File: src/rtl/parity_pkg.sv
// rtl/parity_pkg.sv - shared state, parity-mode constants and counter sizing
package parity_pkg;

  typedef enum logic {
    ST_IDLE    = 1'b0,
    ST_COLLECT = 1'b1
  } state_t;

  localparam logic PAR_EVEN = 1'b0;
  localparam logic PAR_ODD  = 1'b1;

  // Bit counter width; a 2-bit frame still needs one counter bit.
  function automatic int cnt_w(input int frame_bits);
    return (frame_bits <= 2) ? 1 : $clog2(frame_bits);
  endfunction

endpackage

File: src/rtl/parity_lane.sv
// rtl/parity_lane.sv - per-lane running XOR, frame verdict and saturating error counter
module parity_lane
  import parity_pkg::*;
#(
  parameter int ERR_W = 8
) (
  input  logic             clk,
  input  logic             reset,
  input  logic             clear,
  input  logic             start,
  input  logic             step,
  input  logic             last_beat,
  input  logic             data,
  input  logic             mode_lat,
  output logic             parity_ok,
  output logic [ERR_W-1:0] err_count
);

  localparam logic [ERR_W-1:0] ERR_MAX = '1;

  logic acc;
  logic par;
  logic ok;

  assign par = acc ^ data;
  assign ok  = (mode_lat == PAR_EVEN) ? ~par : par;

  always_ff @(posedge clk or negedge reset) begin
    if (!reset) begin
      acc       <= 1'b0;
      parity_ok <= 1'b0;
      err_count <= '0;
    end else if (clear) begin
      acc       <= 1'b0;
      err_count <= '0;
    end else if (start) begin
      acc <= data;
    end else if (step) begin
      acc <= par;
    end else if (last_beat) begin
      acc       <= 1'b0;
      parity_ok <= ok;
      if (!ok && err_count != ERR_MAX)
        err_count <= err_count + ERR_W'(1);
    end
  end

endmodule

File: config.mk
export PLATFORM = sky130hd
export DESIGN_NAME = parity_lane
export DESIGN_NICKNAME = d
export VERILOG_FILES = /design/src/rtl/parity_pkg.sv /design/src/rtl/parity_lane.sv
export SDC_FILE = /design/constraint.sdc
export NUM_CORES = 1
export LEC_CHECK = 0
export ABC_AREA = 1
export BUFFER_PORTS_ARGS = -buffer_cell sky130_fd_sc_hd__buf_2
export CORE_MARGIN = 2
export CORE_UTILIZATION = 51
export CTS_CLUSTER_DIAMETER = 200
export DETAILED_ROUTE_END_ITERATION = 10
export PLACE_DENSITY = 0.88
export SLEW_MARGIN = 10
export SYNTH_ARGS = -nofsm -noshare
export SYNTH_HDL_FRONTEND = slang
export SYNTH_SLANG_ARGS = --single-unit
export TNS_END_PERCENT = 5
File: constraint.sdc
create_clock -name clk -period 1.65 [get_ports clk]
set_input_delay 0.4125 -clock clk [delete_from_list [all_inputs] [get_ports clk]]
set_output_delay 0.4125 -clock clk [all_outputs]
set_load 0.02 [all_outputs]
# Word-level counts from Yosys, hierarchy flattened
# Cells that the tools add are included.
[op_classes]
bitwise_logic = 5
n_reduce_logical = 7
add_sub_neg = 1
mux = 10
eq_ne = 3
[ops]
columns = ["cell", "count"]
rows = [
  ["$mux W8", 5],
  ["$add A8 B1 Y8 const B", 1],
  ["$ne A8 B8 Y1 const B", 1],
  ["$reduce_and A4 Y1", 2],
  ["$mux W1", 5],
  ["$ne A2 B2 Y1 const B", 2],
  ["$not A1 Y1", 4],
  ["$reduce_bool A2 Y1", 2],
  ["$reduce_bool A4 Y1", 1],
  ["$logic_and A1 B1 Y1", 1],
  ["$logic_not A1 Y1", 1],
  ["$xor A1 B1 Y1", 1],
]
[totals]
register_bits = 10

# Longest topological paths before layout
[depth]
depth_word = 10
depth_mapped = 9

# Worst setup path before layout
# No wires, ideal clock.
[synth_path]
kind = "register to register"
startpoint = "reg err_count[0]"
endpoint = "reg err_count[0]"
required_ns = 1.533
path_stages_with_launch = 9
path_slack_ns = 0.302
setup_time_ns = 0.117
arrival_time_ns = 1.231
cell_sequence = "dfrtp_1 > ha_1 > nand2_1 > inv_2 > nand3_2 > nand3_4 > nand2_4 > nand2_1 > nand2_1"
[synth_via]
elab_chain_len = 6
[synth_lines]
columns = ["item", "line", "text"]
rows = [
  ["start, declared", "parity_lane.sv:16", "output logic [ERR_W-1:0] err_count"],
  ["start signal, assigned", "parity_lane.sv:44", "err_count <= err_count + ERR_W'(1);"],
  ["$add A8 B1 Y8", "parity_lane.sv:44", ""],
  ["$mux W8", "parity_lane.sv:43", "if (!ok && err_count != ERR_MAX)"],
  ["$mux W8", "parity_lane.sv:40", "end else if (last_beat) begin"],
  ["$mux W8", "parity_lane.sv:38", "end else if (step) begin"],
  ["$mux W8", "parity_lane.sv:36", "end else if (start) begin"],
  ["$mux W8", "parity_lane.sv:33", "end else if (clear) begin"],
]
# Several ways; a longest one is shown, not always the timed one. The select of a mux whose other input is x is not followed.
# A chain may end at the register's enable or synchronous reset.

# Worst setup path in the final report
# Same ends and word-level chain as after synthesis.

==> flow_summary.yaml <==
global_route:
  grt.overflow.total: 0
  grt_pass1_vias: 597
  gr-usage-all-layers: 0.222
  grt_start_max_net_pins: 12
  grt_pass1_wl_um: 2330
  antenna_found_initial: 0
power_and_ir_drop:
  combPwrFrac: 0.203
  leakagePower_nw: 0.473
  sequentialPowerShare: 0.448
  irDropWorstVdd_uv: 679
  p_int_uw: 441
  pwr-share-clk: 0.349
  powerDensity_nw_per_um2: 742
  swShare: 0.292
  switchingPower_uw: 182
final_layout:
  area_delta_synth_final_pct: 18.3
  multiInputGateArea_um2: 392
  drive_gt1_frac: 0.267
  fin_util: 0.645
  ff_latch_area_um2: 250
  diodes: 0
  nFillCells: 124
  fin_cells: 135
  fin_nets: 130
place:
  hpwl_um: 1080
  gp_congestion: 0.813
  io_buffers: 16
  numPlacedInstances: 130
sta:
  drv_slew: 0
  max_slew_margin: 0.771
  worst_pin_slew_ps: 343
  setup_viol: 0
  fmax_mhz: 731
  post-route-min-period_ps: 1370
  rsz0062_at_grt: "no"
  fin_skew_ps: 3.32
  finalHoldViolCount: 0
  tns_ps: 0
  whs_ps: 455
  post-route-period-util: 0.829
worst_setup_path:
  cp_num_cells: 8
  critPathCaptureType: "register"
  r2r_end: "err_count[0]"
  arrival_ps: 1520
  cp-start-kind: "register"
  path_class: "register to register"
  slowest_stage: "dfrtp_1"
  r2r-start: "err_count[0]"
  critPathMostFrequentCell: "nand2_1"
  path_buf_inv: 1
  rrSetupSlack_ps: 280
  cp-startpoint: "err_count[0]"
  required_ps: 1800
  worstRegToRegCells: 8
  worstPathCellList: "ha_1 > nand2_1 > inv_2 > nand3_2 > nand3_4 > nand2_4 > nand2_1 > nand2_1"
  path_max_fanout: 9
  cp_top_family: "simple AND/OR/NAND/NOR gates"
  critPathMaxStageDelay_ps: 410
worst_hold_path:
  hold_path_depth: 4
  hp-start: "step"
  hold_path.class: "input pin to register"
  hold_end: "acc"
yosys:
  yosys_warnings: 0
  yosysTopAreaCell: "dfrtp_1"
  syn_inst: 101
  avgSynthCellArea_um2: 7.02
  synthesis.nets: 110
  yosysSeqAreaShare: 0.353
  synth_top_cells_by_area: "dfrtp_1, nand2_1, nand3_1, inv_1, nor2_1"
  ys_ff_latch: 10
  netlist_area_um2: 709
  synth_top_area_share: 0.353
  synth_cell_types: 21
clock_network:
  h-tree-depth: 1
  cts_root_buf: "clkbuf_4"
  cts_buffers: 3
  cts_tree: "built"
  cts_resized: 0
  clock-sinks: 10
  path_clk_slew_ps: 60
  clock_latency_ps: 270
  cts_max_path_buffers: 2
floorplanning:
  io_pins: 17
  initial_core_util: 0.545
  chipWidth_um: 41.3
  die-area_um2: 1710
  die_h_um: 41.3
  core_area_um2: 1300
  fp-row-count: 13
route:
  first_pass_iters: 4
  vias_per_cell: 5.09
  vias: 687
  dr.first_iter.drc_count: 17
  wl_per_cell_um: 10.4
  drc: 0
  ant_nets: 0
  routed_wl_um: 1400
run:
  cap_violations: 0
status:
  status: "finished clean"
[placed cells by master, fill, tap and decap left out]
cell type	instances
dlygate4sd3_1	1
nor3_1	1
nand4_1	1
inv_1	10
inv_2	4
nor2_8	1
nand3_4	1
clkbuf_4	3
clkbuf_8	1
nor2_1	10
nand2_1	35
nand2_2	2
xor2_1	2
nand3_2	2
o21ai_1	1
nand3_1	13
o22ai_1	1
ha_1	1
nor2_4	1
o211ai_1	1
dfrtp_1	10
buf_2	16
o21ai_0	1
nand2_4	1
[routing by layer]
layer  wire, µm  GRT usage  vias to the layer above
li1           -          -                      357
met4         12     0.0968                        0
met1        601      0.244                      314
met5          0          0                        -
met2        708      0.371                       14
met3         78     0.0957                        2
[timing repair]
action | 4_1_cts | 5_1_grt
hold endpoints to repair | 10 | 0
setup buffers | 0 | 0
hold buffers | 1 | 0
[Yosys cell counts, drive strengths merged]
cell,n
nor2,12
inv,14
o21ai,2
nand3,16
buf,2
nand4,1
o211ai,1
dfrtp,10
nand2,38
nor3,1
xor2,2
ha,1
o22ai,1
[registers in the layout, indices dropped and copies added (netlist names)]
signal     count
parity_ok      1
acc            1
err_count      8
[power groups by stage]
stage | logic [mW] | registers (mW) | clock network [mW]
floorplan | 0.0682 | 0.301 | 0
global placement | 0.122 | 0.282 | 0
detailed placement | 0.126 | 0.284 | 0
CTS | 0.128 | 0.279 | 0.224
global route | 0.143 | 0.282 | 0.241
finish | 0.126 | 0.279 | 0.218
[logic make-up (layout without fill, tap and decap cells)]
logic type,after synthesis,count (layout),synth area share
AO/OA/AOI/OAI,4,4,0.0335
AND/OR/NAND/NOR,68,68,0.476
adder cells (fa/ha/maj),1,1,0.0176
buffers and inverters,16,35,0.0952
flip-flops,10,10,0.353
XOR/XNOR,2,2,0.0247
[worst max-delay path by stage]
stage                    to  slack [ps]
3_5_place_dp   err_count[5]         290
6_report       err_count[0]         280
5_1_grt        err_count[5]         160
3_3_place_gp   err_count[5]         330
4_1_cts        err_count[0]         270
2_1_floorplan  err_count[0]         300
[worst reg2reg max path: stages, from the launching register on]
cell and delay, ps:
dfrtp_1 410, ha_1 190, nand2_1 70, inv_2 110, nand3_2 110, nand3_4 140, nand2_4 90, nand2_1 80
nand2_1 50
[final cells by class]
class | instances | share of cell area
Clock buffer | 4 | 0.0432
Sequential cell | 10 | 0.298
Multi-Input combinational cell | 75 | 0.466
Inverter | 14 | 0.0626
Timing Repair Buffer | 17 | 0.107
Tap cell | 15 | 0.0224
[metrics by stage]
step	worst slack (ps)	area, µm²	power [mW]
5_1_grt	158	840	0.667
6_report	281	840	0.623
2_1_floorplan	302	709	0.369
3_5_place_dp	286	793	0.410
4_1_cts	275	840	0.631
3_3_place_gp	329	793	0.404
Power figures use the tool's default switching activity.
